$ cat src/rtl/barrel_shift_pkg.sv
// Shared shift-op encoding and decode helpers for the pipelined barrel shifter.
package barrel_shift_pkg;

  typedef enum logic [1:0] {
    ROR = 2'b00,
    ROL = 2'b01,
    SRL = 2'b10,
    SRA = 2'b11
  } shift_op_t;

  function automatic logic is_right(input shift_op_t op);
    return op != ROL;
  endfunction

  function automatic logic is_rotate(input shift_op_t op);
    return (op == ROR) || (op == ROL);
  endfunction

endpackage

$ cat src/rtl/barrel_shift_stage.sv
// One barrel-shifter level: conditional shift by DIST plus the registered payload.
// The carry port exists only when BARREL_SHIFT_CARRY_EN is defined.
module barrel_shift_stage
  import barrel_shift_pkg::*;
#(
  parameter int unsigned WIDTH = 16,
  parameter int unsigned TAG_W = 4,
  parameter int unsigned DIST  = 1,
  localparam int unsigned SHW  = $clog2(WIDTH)
) (
  input  logic             clk,
  input  logic             rst,
  input  logic             adv,
  input  logic             up_valid,
  input  logic [WIDTH-1:0] up_data,
  input  logic [1:0]       up_op,
  input  logic [SHW-1:0]   up_amt,
  input  logic [TAG_W-1:0] up_tag,
`ifdef BARREL_SHIFT_CARRY_EN
  input  logic             up_carry,
  output logic             dn_carry,
`endif
  output logic             dn_valid,
  output logic [WIDTH-1:0] dn_data,
  output logic [1:0]       dn_op,
  output logic [SHW-1:0]   dn_amt,
  output logic [TAG_W-1:0] dn_tag
);

  localparam int unsigned BIT = $clog2(DIST);

  shift_op_t        op_c;
  logic [WIDTH-1:0] shifted_c;

  logic             valid_q, valid_d;
  logic [WIDTH-1:0] data_q, data_d;
  logic [1:0]       op_q, op_d;
  logic [SHW-1:0]   amt_q, amt_d;
  logic [TAG_W-1:0] tag_q, tag_d;
`ifdef BARREL_SHIFT_CARRY_EN
  logic             carry_q, carry_d;
`endif

  // Single-level shift; SRA replicates the current MSB so the sign survives every level.
  always_comb begin
    op_c = shift_op_t'(up_op);
    if (is_rotate(op_c)) begin
      shifted_c = is_right(op_c) ? ((up_data >> DIST) | (up_data << (WIDTH - DIST)))
                                 : ((up_data << DIST) | (up_data >> (WIDTH - DIST)));
    end else if (op_c == SRA) begin
      shifted_c = WIDTH'($signed(up_data) >>> DIST);
    end else begin
      shifted_c = up_data >> DIST;
    end
  end

  always_comb begin
    valid_d = valid_q;
    data_d  = data_q;
    op_d    = op_q;
    amt_d   = amt_q;
    tag_d   = tag_q;
`ifdef BARREL_SHIFT_CARRY_EN
    carry_d = carry_q;
`endif
    if (adv) begin
      valid_d = up_valid;
      data_d  = up_amt[BIT] ? shifted_c : up_data;
      op_d    = up_op;
      amt_d   = up_amt;
      tag_d   = up_tag;
`ifdef BARREL_SHIFT_CARRY_EN
      if (up_amt[BIT]) begin
        carry_d = is_rotate(op_c) ? 1'b0 : up_data[DIST-1];
      end else begin
        carry_d = up_carry;
      end
`endif
    end
  end

  always_ff @(posedge clk or posedge rst) begin
    if (rst) begin
      valid_q <= 1'b0;
      data_q  <= '0;
      op_q    <= '0;
      amt_q   <= '0;
      tag_q   <= '0;
`ifdef BARREL_SHIFT_CARRY_EN
      carry_q <= 1'b0;
`endif
    end else begin
      valid_q <= valid_d;
      data_q  <= data_d;
      op_q    <= op_d;
      amt_q   <= amt_d;
      tag_q   <= tag_d;
`ifdef BARREL_SHIFT_CARRY_EN
      carry_q <= carry_d;
`endif
    end
  end

  assign dn_valid = valid_q;
  assign dn_data  = data_q;
  assign dn_op    = op_q;
  assign dn_amt   = amt_q;
  assign dn_tag   = tag_q;
`ifdef BARREL_SHIFT_CARRY_EN
  assign dn_carry = carry_q;
`endif

endmodule

$ cat src/rtl/barrel_shift_pipe.sv
// Pipelined WIDTH-bit barrel shifter (ROR/ROL/SRL/SRA), one register per level,
// valid/ready on both sides. Define BARREL_SHIFT_CARRY_EN to add out_carry.
module barrel_shift_pipe
  import barrel_shift_pkg::*;
#(
  parameter int unsigned WIDTH = 16,
  parameter int unsigned TAG_W = 4,
  parameter int unsigned SHW   = $clog2(WIDTH)
) (
  input  logic             clk,
  input  logic             rst,
  input  logic             in_valid,
  output logic             in_ready,
  input  logic [WIDTH-1:0] in_data,
  input  logic [SHW-1:0]   in_amt,
  input  logic [1:0]       in_op,
  input  logic [TAG_W-1:0] in_tag,
  output logic             out_valid,
  input  logic             out_ready,
  output logic [WIDTH-1:0] out_data,
  output logic [TAG_W-1:0] out_tag
`ifdef BARREL_SHIFT_CARRY_EN
  ,
  output logic             out_carry
`endif
);

  // Index 0 is the input side; index k+1 is the output of stage k.
  logic             v_s   [SHW+1];
  logic [WIDTH-1:0] d_s   [SHW+1];
  logic [1:0]       op_s  [SHW+1];
  logic [SHW-1:0]   amt_s [SHW+1];
  logic [TAG_W-1:0] tag_s [SHW+1];
`ifdef BARREL_SHIFT_CARRY_EN
  logic             c_s   [SHW+1];
`endif
  logic [SHW-1:0]   adv_c;
  logic             unused_tail;

  assign v_s[0]   = in_valid;
  assign d_s[0]   = in_data;
  assign op_s[0]  = in_op;
  assign amt_s[0] = in_amt;
  assign tag_s[0] = in_tag;
`ifdef BARREL_SHIFT_CARRY_EN
  assign c_s[0]   = 1'b0;
`endif

  // A stage advances if it or any stage downstream has a bubble, or the consumer takes the result.
  always_comb begin
    adv_c = '0;
    for (int k = 0; k < int'(SHW); k++) begin
      adv_c[k] = out_ready;
      for (int j = 0; j < int'(SHW); j++) begin
        if (j >= k && !v_s[j+1]) adv_c[k] = 1'b1;
      end
    end
  end

  for (genvar k = 0; k < int'(SHW); k++) begin : g_stage
    barrel_shift_stage #(
      .WIDTH(WIDTH),
      .TAG_W(TAG_W),
      .DIST (32'(1) << k)
    ) u_stage (
      .clk     (clk),
      .rst     (rst),
      .adv     (adv_c[k]),
      .up_valid(v_s[k]),
      .up_data (d_s[k]),
      .up_op   (op_s[k]),
      .up_amt  (amt_s[k]),
      .up_tag  (tag_s[k]),
`ifdef BARREL_SHIFT_CARRY_EN
      .up_carry(c_s[k]),
      .dn_carry(c_s[k+1]),
`endif
      .dn_valid(v_s[k+1]),
      .dn_data (d_s[k+1]),
      .dn_op   (op_s[k+1]),
      .dn_amt  (amt_s[k+1]),
      .dn_tag  (tag_s[k+1])
    );
  end

  assign in_ready    = adv_c[0];
  assign out_valid   = v_s[SHW];
  assign out_data    = d_s[SHW];
  assign out_tag     = tag_s[SHW];
  assign unused_tail = ^{op_s[SHW], amt_s[SHW]};
`ifdef BARREL_SHIFT_CARRY_EN
  assign out_carry   = c_s[SHW];
`endif

endmodule
$ cat config.mk
export PLATFORM = sky130hd
export DESIGN_NAME = barrel_shift_pipe
export DESIGN_NICKNAME = d
export VERILOG_FILES = /design/src/rtl/barrel_shift_pkg.sv /design/src/rtl/barrel_shift_stage.sv /design/src/rtl/barrel_shift_pipe.sv
export SDC_FILE = /design/constraint.sdc
export NUM_CORES = 1
export LEC_CHECK = 0
export ABC_CLOCK_PERIOD_IN_PS = 6200
export BUFFER_PORTS_ARGS = -buffer_cell sky130_fd_sc_hd__buf_2
export CAP_MARGIN = 25
export CORE_AREA = 2 2 149 151
export CTS_CLUSTER_DIAMETER = 30
export DETAILED_ROUTE_END_ITERATION = 8
export DIE_AREA = 0 0 151 153
export PLACE_DENSITY = 0.5
export SLEW_MARGIN = 15
export SYNTH_ARGS = -nofsm -noshare
export SYNTH_HDL_FRONTEND = slang
export SYNTH_SLANG_ARGS = --single-unit
$ cat constraint.sdc
create_clock -name clk -period 6.2 [get_ports clk]
set_input_delay 1.24 -clock clk [delete_from_list [all_inputs] [get_ports clk]]
set_output_delay 1.24 -clock clk [all_outputs]
set_load 0.005 [all_outputs]
==> results of run 1 <==
[power by group through the flow]
| stage | sequential [mW] | clock [mW] | combinational, mW |
|---|---|---|---|
| floorplan | 0.877 | 0 | 0.404 |
| global placement | 0.949 | 0 | 0.420 |
| detailed placement | 0.961 | 0 | 0.428 |
| CTS | 0.948 | 0.606 | 0.429 |
| global route | 0.977 | 0.637 | 0.486 |
| finish | 0.946 | 0.584 | 0.422 |
[critical path: stages]
cell and delay, ps:
buf_2 130, nand3b_4 440, nor2_8 360, inv_2 200
buf_2 170
[path summary, 6_finish.rpt]
check	startpoint	endpoint	slack, ps	cells past startpoint
hold reg to reg	g_stage[2].u_stage.dn_tag[3]$_DFFE_PP0P_	g_stage[2].u_stage.dn_tag[3]$_DFFE_PP0P_	460	2
hold / removal	g_stage[2].u_stage.dn_tag[3]$_DFFE_PP0P_	g_stage[2].u_stage.dn_tag[3]$_DFFE_PP0P_	460	2
min in group asynchronous	rst	g_stage[3].u_stage.dn_data[2]$_DFFE_PP0P_	750	2
setup / recovery	out_ready	in_ready	2410	5
setup reg to reg	g_stage[3].u_stage.dn_valid$_DFFE_PP0P_	g_stage[0].u_stage.dn_op[0]$_DFFE_PP0P_	4350	4
max in group asynchronous	rst	g_stage[0].u_stage.dn_data[8]$_DFFE_PP0P_	4520	4
[cell usage in the layout (no fill, tap or decap), drive strengths merged, types with 9 or more instances in the layout]
cell / count
o22ai: 15
nand2: 84
mux2i: 15
dfrtp: 96
o21ai: 75
nor2: 9
clkbuf: 9
buf: 55
mux2: 13
a211oi: 41
o2bb2ai: 15
nand2b: 14
and3b: 42
[metrics by stage]
stage | instances | area (um^2) | utilization, % | power [mW]
4_1_cts | 807 | 5720 | 26.6 | 1.98
2_1_floorplan | 519 | 5080 | - | 1.28
6_report | 808 | 5740 | 26.7 | 1.95
3_5_place_dp | 791 | 5410 | 25.2 | 1.39
3_3_place_gp | 790 | 5380 | 25.0 | 1.37
5_1_grt | 808 | 5740 | 26.7 | 2.10
[cells by family after synthesis]
| family | count (synthesis) |
|---|---|
| flops | 96 |
| mux | 28 |
| simple gates | 157 |
| buf+inv | 68 |
| compound gates | 170 |
[area by class of cell]
cell class / instances / area (um^2)
fill: 2317 / 15800
clock inverter: 7 / 93.8
inverter: 6 / 25.0
sequential: 96 / 2400
clock buffer: 9 / 225
tap: 280 / 350
multi-input combinational: 355 / 2330
timing repair buffer: 55 / 309
[state kept, by name, indices dropped and copies added (netlist names)]
register	flops
g_stage.u_stage.dn_valid	4
g_stage.u_stage.dn_tag	16
g_stage.u_stage.dn_amt	6
g_stage.u_stage.dn_data	64
g_stage.u_stage.dn_op	6
[layer usage]
metal  routed length [um]  up-vias  share of wire [%]
met4                   76        0               0.69
met3                  526        5                4.8
met5                    0        -                  0
li1                     -     1874                  -
met1                 5880     1734                 53
met2                 4540       85                 41
==> metrics.md, run 1 <==
| Metric | Value |
|---|---|
| Syn Nets | 549 |
| Vias in the first global route | 3481 |
| Main combinational cell family by area after synthesis | compound AO/OA/AOI/OAI gates |
| Drt drc | 0 |
| Setup WS pre-CTS | 2400 ps |
| Post-synthesis mux area share | 6.35% |
| Switch share | 31.1% |
| Async SR Flop Fraction | 100% |
| Fin. max-slew vios | 0 |
| Via-to-Cell Ratio | 4.58 |
| GPL Wtd Cong | 0.811 |
| Top-area cell type share of the netlist area | 47.2% |
| Yosys cell types | 32 |
| Crit share post-route | 61.2% |
| # IOs | 52 |
| Cts-stage hold buffer count | 0 |
| First-pass GRT wire length | 19.1 mm |
| Synth top area cells | dfrtp_1 (47%), and3b_1 (7.2%), o21ai_0 (6.8%) |
| Final hold slack | 458 ps |
| Setup Fix Bufs, Post-CTS | 0 |
| Internal | 1.35 mW |
| Initial antenna violation count | 0 |
| Max Cap Violations | 0 |
| Num CTS Buffers | 9 |
| WP data required | 4960 ps |
| Clk_lat worst skew | 350 ps |
| Die footprint | 23100 um^2 |
| Clk buf depth | 2 |
| Most numerous cell in the Yosys netlist | dfrtp_1 |
| RSZ-0062 raised after global routing | no |
| Core area | 21500 um^2 |
| Number of diodes | 0 |
| Port Buf Inserts | 51 |
| Final hold vios | 0 |
| DRT Wirelength | 11.0 mm |
| CP Launch Type | input port |
| Post-Synth XOR/XNOR Area | 0% |
| Leak | 2.62 nW |
| Number of enable flip-flop cells after synthesis | 0 |
| Ys flop type | dfrtp_1 |
| FMAX | 0.264 GHz |
| GRT met1 Usage | 15.5% |
| Clk pwr share | 29.9% |
| Die width | 151 um |
| CP max FO | 41 |
| Worst hold path type | flop to flop |
| Post-synth top area cell | dfrtp_1 |
| Adder-Cell Fraction of Synth Area | 0% |
| Yosys warns | 0 |
| Met3 GRT Util | 3.31% |
| Root buf cell | clkbuf_16 |
| Met2 usage | 13.9% |
| Tmin final | 3790 ps |
| Crit end category | primary output |
| Clock slew at reported path FFs | 60 ps |
| Per-cell routed wire length | 13.6 um |
| Commonest cells in the netlist | dfrtp_1 (96), nand2_1 (83), o21ai_0 (69), and3b_1 (42), a211oi_1 (41) |
| TritonCTS clock tree | built |
| Initial drt markers | 136 |
| Reg power frac | 48.5% |
| NetSw | 607 uW |
| Cell row count | 54 |
| Total global routing overflow | 0 |
| Slew HR | 46.1% |
| Clock sinks | 96 |
| Avg Cell Area, Syn | 9.80 um^2 |
| DPL Wire Length | 8.34 mm |
| VDD IR max | 0.116 mV |
| H-Tree Depth | 3 |
| Logic pwr share | 21.6% |
| Worst setup margin | 2410 ps |
| Synth Area in Simple Gates | 17.5% |
| DRT antenna net count | 0 |
| Worst slew pin tran | 808 ps |
| Die Y | 153 um |
| Power Density | 340 nW/um^2 |
| Final Skew | 8.68 ps |
| Synthesized cell area | 5080 um^2 |
| Seq/Total Area, Yosys | 47.2% |
| Starting density of the core | 23.7% |
| Vias | 3698 |
| P&R area growth vs syn | 12.8% |
| First drt pass iteration count | 4 |
| Synthesized flop and latch total | 96 |
| Setup total negative slack | 0 ps |
| Outcome | finished clean |
| Post-CTS sizing | 0 |
| Grt peak-use layer | met1 |
| Crit Path Class | input port to primary output |
| Final setup vio count | 0 |
| Global-route total usage across every layer | 10.2% |
| Largest net degree at the start of global routing | 62 |
| Compound-Gate Fraction of Synth Area | 21.9% |
| Critical Path AT | 2550 ps |
| Syn Inst Count | 519 |
| Share of layout cells above drive strength 1 | 17.2% |
| Final net count | 553 |
Power figures use the tool's default switching activity.
==> run 2: changes to the inputs <==
--- a/config.mk
+++ b/config.mk
@@ -5,14 +5,14 @@
 export SDC_FILE = /design/constraint.sdc
 export NUM_CORES = 1
 export LEC_CHECK = 0
-export ABC_CLOCK_PERIOD_IN_PS = 6200
+export ABC_CLOCK_PERIOD_IN_PS = 3100
 export BUFFER_PORTS_ARGS = -buffer_cell sky130_fd_sc_hd__buf_2
 export CAP_MARGIN = 25
 export CORE_AREA = 2 2 149 151
 export CTS_CLUSTER_DIAMETER = 30
 export DETAILED_ROUTE_END_ITERATION = 8
 export DIE_AREA = 0 0 151 153
-export PLACE_DENSITY = 0.5
+export PLACE_DENSITY = 0.51
 export SLEW_MARGIN = 15
 export SYNTH_ARGS = -nofsm -noshare
 export SYNTH_HDL_FRONTEND = slang
==> constraint.sdc (replaced) <==
create_clock -name clk -period 3.1 [get_ports clk]
set_input_delay 0.62 -clock clk [delete_from_list [all_inputs] [get_ports clk]]
set_output_delay 0.62 -clock clk [all_outputs]
set_load 0.005 [all_outputs]
==> metrics.md, run 2 (same netlist as run 1, synthesis figures left out) <==
| Metric | Value |
|---|---|
| Clock sinks | 96 (unchanged) |
| Die footprint | 23100 um^2 (unchanged) |
| Port Buf Inserts | 51 (unchanged) |
| Slew HR | 42.9% (-3.2 points) |
| WP data required | 2480 ps (-2480 ps) |
| RSZ-0062 raised after global routing | no |
| Worst hold path type | input port to async pin |
| DPL Wire Length | 8.32 mm (-0.22%) |
| Cell row count | 54 (unchanged) |
| Final Skew | 3.38 ps (-5.30 ps) |
| Worst slew pin tran | 856 ps (+48.3 ps) |
| Global-route total usage across every layer | 10.4% (+0.29 points) |
| Root buf cell | clkbuf_16 |
| Clk_lat worst skew | 340 ps (about the same) |
| Post-CTS sizing | 0 (unchanged) |
| Tmin final | 2320 ps |
| Final setup vio count | 0 (unchanged) |
| Most frequent cells in the layout | dfrtp_1 (96), nand2_1 (83), o21ai_0 (69), buf_2 (51), and3b_1 (42) |
| Critical Path AT | 1700 ps (-850 ps) |
| FMAX | 0.432 GHz |
| Starting density of the core | 23.7% (unchanged) |
| Wl on met1 | 6.03 mm (+2.4%) |
| Setup total negative slack | 0 ps (unchanged) |
| Number of diodes | 0 (unchanged) |
| Post-Layout Cell Count | 809 (+0.12%) |
| Die Y | 153 um (unchanged) |
| Most common cell after layout, fill and taps aside | dfrtp_1 |
| Final net count | 554 (+0.18%) |
| Clock slew at reported path FFs | 60 ps (about the same) |
| Crit end category | primary output |
| Die width | 151 um (unchanged) |
| Share of layout cells above drive strength 1 | 17.4% (+0.16 points) |
| Core area | 21500 um^2 (unchanged) |
| Max Cap Violations | 0 (unchanged) |
| Leak | 2.62 nW (-0.16%) |
| Setup Fix Bufs, Post-CTS | 0 (unchanged) |
| Initial drt markers | 225 (+65%) |
| Vias in the first global route | 3664 (+5.3%) |
| Vias | 3723 (+0.68%) |
| Initial antenna violation count | 0 (unchanged) |
| Crit share post-route | 74.8% |
| DRT antenna net count | 0 (unchanged) |
| Fin. max-slew vios | 0 (unchanged) |
| # IOs | 52 (unchanged) |
| Total global routing overflow | 0 (unchanged) |
| GPL Wtd Cong | 0.834 (+2.8%) |
| Num CTS Buffers | 9 (unchanged) |
| First drt pass iteration count | 4 (unchanged) |
| H-Tree Depth | 3 (unchanged) |
| Per-cell routed wire length | 14.2 um (+4.1%) |
| Final hold vios | 0 (unchanged) |
| Detail Route met2 WL | 4.87 mm (+7.4%) |
| CP max FO | 17 (-59%) |
| Max FFs per register | 64 (unchanged) |
| Placed cell count | 792 (+0.13%) |
| First-pass GRT wire length | 19.6 mm (+3.0%) |
| CP Launch Type | flop |
| Via-to-Cell Ratio | 4.60 (+0.55%) |
| Design Power | 3.87 mW (+98%) |
| VDD IR max | 0.228 mV (+98%) |
| Met3 Wirelength | 526 um (unchanged) |
| P&R area growth vs syn | 12.8% (about the same) |
| Uppermost routed layer | met4 |
| Largest net degree at the start of global routing | 53 (-15%) |
| DRT Wirelength | 11.5 mm (+4.2%) |
| Clk buf depth | 2 (unchanged) |
| Crit Path Class | flop to primary output |
| TritonCTS clock tree | built |
| Power Density | 675 nW/um^2 (+98%) |
| Drt drc | 0 (unchanged) |
| Outcome | finished clean |
| Cts-stage hold buffer count | 0 (unchanged) |
==> run 2: path summary, 6_finish.rpt <==
kind	startpoint	endpoint	slack, ps	cells past startpoint
min in group clk	g_stage[2].u_stage.dn_op[0]$_DFFE_PP0P_	g_stage[2].u_stage.dn_op[0]$_DFFE_PP0P_	470	2
max in group asynchronous	rst	g_stage[1].u_stage.dn_amt[3]$_DFFE_PP0P_	2320	3
worst max register to register	g_stage[0].u_stage.dn_op[0]$_DFFE_PP0P_	g_stage[1].u_stage.dn_data[7]$_DFFE_PP0P_	1310	3
worst min-delay path	rst	g_stage[3].u_stage.dn_data[0]$_DFFE_PP0P_	230	2
worst max-delay path	g_stage[1].u_stage.dn_valid$_DFFE_PP0P_	in_ready	780	4
worst min register to register	g_stage[2].u_stage.dn_op[0]$_DFFE_PP0P_	g_stage[2].u_stage.dn_op[0]$_DFFE_PP0P_	470	2
==> run 2: worst max-delay path, stage by stage, from the launching register on <==
cell and delay, ps:
dfrtp_1 420, nand2_2 250, nor2_8 300, inv_2 200
buf_2 170
==> run 2: cell type report <==
type | count | area, um^2
fill | 2288 | 15800
sequential | 96 | 2400
multi-input combinational | 355 | 2330
tap | 280 | 350
timing repair buffer | 56 | 318
clock buffer | 11 | 253
clock inverter | 5 | 55.1
inverter | 6 | 26.3
==> run 2: through the flow <==
stage / area [um^2] / hold slack, ps / setup WS [ps] / utilization, %
floorplan: 5090 / 435 / 1330 / -
global placement: 5410 / 451 / 917 / 25.2
detailed placement: 5410 / 459 / 879 / 25.2
CTS: 5710 / 475 / 776 / 26.6
global route: 5730 / 226 / 674 / 26.7
finish: 5730 / 231 / 783 / 26.7
==> run 2: metal layers <==
layer,GRT usage (%),vias up
li1,-,1874
met1,15.9,1748
met2,14.7,97
met3,3.22,4
met4,1.60,0
met5,0,-
==> run 2: where the power goes <==
part,switching (mW),internal [mW],leakage [nW]
Combinational,0.425,0.420,1.33
Sequential,0.330,1.57,1.13
Clock,0.462,0.666,0.148
==> run 3: changes to the inputs <==
--- a/config.mk
+++ b/config.mk
@@ -5,13 +5,14 @@
 export SDC_FILE = /design/constraint.sdc
 export NUM_CORES = 1
 export LEC_CHECK = 0
-export ABC_CLOCK_PERIOD_IN_PS = 3100
+export ABC_AREA = 1
+export ABC_CLOCK_PERIOD_IN_PS = 1910
 export BUFFER_PORTS_ARGS = -buffer_cell sky130_fd_sc_hd__buf_2
 export CAP_MARGIN = 25
-export CORE_AREA = 2 2 149 151
+export CORE_AREA = 2 2 152 154
 export CTS_CLUSTER_DIAMETER = 30
 export DETAILED_ROUTE_END_ITERATION = 8
-export DIE_AREA = 0 0 151 153
+export DIE_AREA = 0 0 154 156
 export PLACE_DENSITY = 0.51
 export SLEW_MARGIN = 15
 export SYNTH_ARGS = -nofsm -noshare
==> constraint.sdc (replaced) <==
create_clock -name clk -period 1.91 [get_ports clk]
set_input_delay 0.382 -clock clk [delete_from_list [all_inputs] [get_ports clk]]
set_output_delay 0.382 -clock clk [all_outputs]
set_load 0.005 [all_outputs]
==> metrics.md, run 3 <==
| Metric | Value |
|---|---|
| Final net count | 828 (+49%) |
| Outcome | finished clean |
| Yosys cell types | 19 (-41%) |
| Total global routing overflow | 0 (unchanged) |
| First-pass GRT wire length | 21.0 mm (+6.7%) |
| Setup Fix Bufs, Post-CTS | 0 (unchanged) |
| Number of enable flip-flop cells after synthesis | 0 (unchanged) |
| Worst slew pin tran | 587 ps (-269 ps) |
| P&R area growth vs syn | 13.4% |
| Port Buf Inserts | 51 (unchanged) |
| Fin. max-slew vios | 0 (unchanged) |
| Seq/Total Area, Yosys | 45.5% (-1.7 points) |
| TritonCTS clock tree | built |
| Reg2Reg Depth | 4 (+1) |
| DPL Wire Length | 8.66 mm (+4.1%) |
| Post-Synth XOR/XNOR Area | 0% (unchanged) |
| RR Endpoint | g_stage[1].u_stage.dn_data[2]$_DFFE_PP0P_ |
| Post-synth top area cell | dfrtp_1 |
| Synthesized cell area | 5280 um^2 (+3.7%) |
| Share of layout cells above drive strength 1 | 11.5% (-5.9 points) |
| Yosys warns | 0 (unchanged) |
| Synth Area in Simple Gates | 34.2% (+17 points) |
| Clk_lat worst skew | 350 ps (about the same) |
| Die footprint | 24000 um^2 (+4.0%) |
| Final Skew | 7.22 ps (+3.84 ps) |
| Vias in the first global route | 4223 (+15%) |
| Initial drt markers | 228 (+1.3%) |
| H-Tree Depth | 3 (unchanged) |
| Setup WS pre-CTS | 279 ps (-600 ps) |
| Most common cell after layout, fill and taps aside | nand2_1 |
| Compound-Gate Fraction of Synth Area | 7.31% (-15 points) |
| Die Y | 156 um (+2.0%) |
| Final setup vio count | 0 (unchanged) |
| Setup total negative slack | 0 ps (unchanged) |
| Avg Cell Area, Syn | 6.81 um^2 (-31%) |
| Post-synthesis mux area share | 0% (-6.3 points) |
| Clk buf depth | 2 (unchanged) |
| FMAX | 0.570 GHz |
| Synth top area cells | dfrtp_1 (46%), nand2_1 (25%), nand3_1 (7.0%) |
| Adder-Cell Fraction of Synth Area | 0% (unchanged) |
| Max Cap Violations | 0 (unchanged) |
| Vias | 4475 (+20%) |
| Crit Path Class | flop to primary output |
| Per-cell routed wire length | 11.2 um (-21%) |
| Most frequent cells in the layout | nand2_1 (355), dfrtp_1 (96), inv_1 (91), nand3_1 (74), o21ai_0 (53) |
| RSZ-0062 raised after global routing | no |
| Synthesized flop and latch total | 96 (unchanged) |
| Largest net degree at the start of global routing | 97 (+83%) |
| Drt drc | 0 (unchanged) |
| Starting density of the core | 23.6% (-0.080 points) |
| Tmin final | 1750 ps |
| Critical Path AT | 1370 ps (-330 ps) |
| CP Launch Type | flop |
| Crit end category | primary output |
| Initial antenna violation count | 0 (unchanged) |
| First drt pass iteration count | 5 (+1) |
| Number of diodes | 0 (unchanged) |
| Crit share post-route | 91.8% |
| Final hold vios | 0 (unchanged) |
| Die width | 154 um (+2.0%) |
| Slew HR | 60.8% (+18 points) |
| Power Density | 1050 nW/um^2 (+56%) |
| DRT antenna net count | 0 (unchanged) |
| Most numerous cell in the Yosys netlist | nand2_1 |
| Max FFs per register | 64 (unchanged) |
| Clock slew at reported path FFs | 70 ps (about the same) |
| DRT Wirelength | 12.2 mm (+6.0%) |
| # IOs | 52 (unchanged) |
| Worst hold path type | input port to async pin |
| Global-route total usage across every layer | 10.6% (+0.14 points) |
| Leak | 3.30 nW (+26%) |
| Via-to-Cell Ratio | 4.11 (-11%) |
| Top-area cell type share of the netlist area | 45.5% (-1.7 points) |
| Syn Inst Count | 775 (+49%) |
| Ys flop type | dfrtp_1 |
| CP startpoint | g_stage[2].u_stage.dn_valid$_DFFE_PP0P_ |
| Fin area | 5980 um^2 (+4.3%) |
| WP data required | 1530 ps (-950 ps) |
| Root buf cell | clkbuf_16 |
| Core area | 22400 um^2 (+4.1%) |
| Main combinational cell family by area after synthesis | simple AND/OR/NAND/NOR gates |
| VDD IR max | 0.404 mV (+77%) |
| Post-DP Area | 5700 um^2 (+5.5%) |
| Flop-to-flop setup slack | 540 ps (-770 ps) |
| CP max FO | 5 (-12) |
| Cell row count | 55 (+1.9%) |
| Async SR Flop Fraction | 100% (unchanged) |
| Syn Nets | 805 (+47%) |
| RR Startpoint | g_stage[2].u_stage.dn_valid$_DFFE_PP0P_ |
| Num CTS Buffers | 9 (unchanged) |
| GPL Wtd Cong | 0.772 (-7.4%) |
| Setup crit end | in_ready |
| Worst setup margin | 157 ps (-625 ps) |
| Commonest cells in the netlist | nand2_1 (355), dfrtp_1 (96), inv_1 (93), nand3_1 (74), o21ai_0 (53) |
| Clock sinks | 96 (unchanged) |
[run 3: cell count changes after synthesis, moves of 16 or more]
cell / previous run / this run
a211oi_1: 41 / 0
a21oi_1: 0 / 20
and3b_1: 42 / 0
inv_1: 5 / 93
nand2_1: 83 / 355
nand3_1: 3 / 74
o21ai_0: 69 / 53
[run 3: repair_timing]
item,4_1_cts,5_1_grt
gates resized for setup,0,2
hold buffers,0,0
setup endpoints to repair,0,1
[run 3: area by class of cell]
cell class / count / area (um^2)
fillers: 2511 / 16400
flip-flops and latches: 96 / 2400
multi-input cells: 527 / 2190
repair buffers: 67 / 388
inverters: 97 / 368
well taps: 285 / 357
clock buffers: 9 / 225
clock inverters: 7 / 52.6
[run 3: per-stage QoR]
step | hold WS [ps] | util [%] | instances | total power, mW
final | 155 | 26.7 | 1088 | 6.31
after CTS | 192 | 26.7 | 1088 | 6.41
after floorplan | 422 | - | 775 | 4.23
after global routing | 203 | 26.7 | 1088 | 6.85
after global placement | 430 | 25.5 | 1072 | 4.61
after detailed placement | 437 | 25.5 | 1072 | 4.64
[run 3: power breakdown]
part / total [mW] / internal, mW / switching, mW
clock: 1.74 / 0.898 / 0.842
combinational: 1.67 / 0.637 / 1.03
sequential: 2.90 / 2.53 / 0.369
[run 3: critical path, cell delays in order, from the launching register on]
cell	delay (ps)
dfrtp_1	370
nand4_1	220
nor2_2	200
inv_2	90
buf_2	140
[run 3: layer usage]
layer | vias up | wire, um | GRT usage, %
li1 | 2397 | - | -
met1 | 1996 | 6280 | 14.6
met2 | 76 | 5240 | 16.5
met3 | 6 | 579 | 3.11
met4 | 0 | 68 | 2.00
met5 | - | 0 | 0
[run 3: cell families after synthesis]
| kind of cell | Yosys count |
|---|---|
| AND/OR/NAND/NOR | 450 |
| AO/OA/AOI/OAI | 77 |
| buffers and inverters | 152 |
| flip-flops | 96 |
[run 3: worst min path at each step]
stage                                            startpoint                                  endpoint  slack [ps]  cells after the start
global placement    g_stage[0].u_stage.dn_valid$_DFFE_PP0P_   g_stage[1].u_stage.dn_valid$_DFFE_PP0P_         430                      2
finish                                                  rst   g_stage[3].u_stage.dn_valid$_DFFE_PP0P_         160                      3
detailed placement  g_stage[0].u_stage.dn_valid$_DFFE_PP0P_   g_stage[1].u_stage.dn_valid$_DFFE_PP0P_         440                      2
floorplan           g_stage[0].u_stage.dn_valid$_DFFE_PP0P_   g_stage[1].u_stage.dn_valid$_DFFE_PP0P_         420                      2
CTS                                                     rst  g_stage[3].u_stage.dn_tag[0]$_DFFE_PP0P_         190                      3
global route                                       in_valid   g_stage[0].u_stage.dn_valid$_DFFE_PP0P_         200                      2
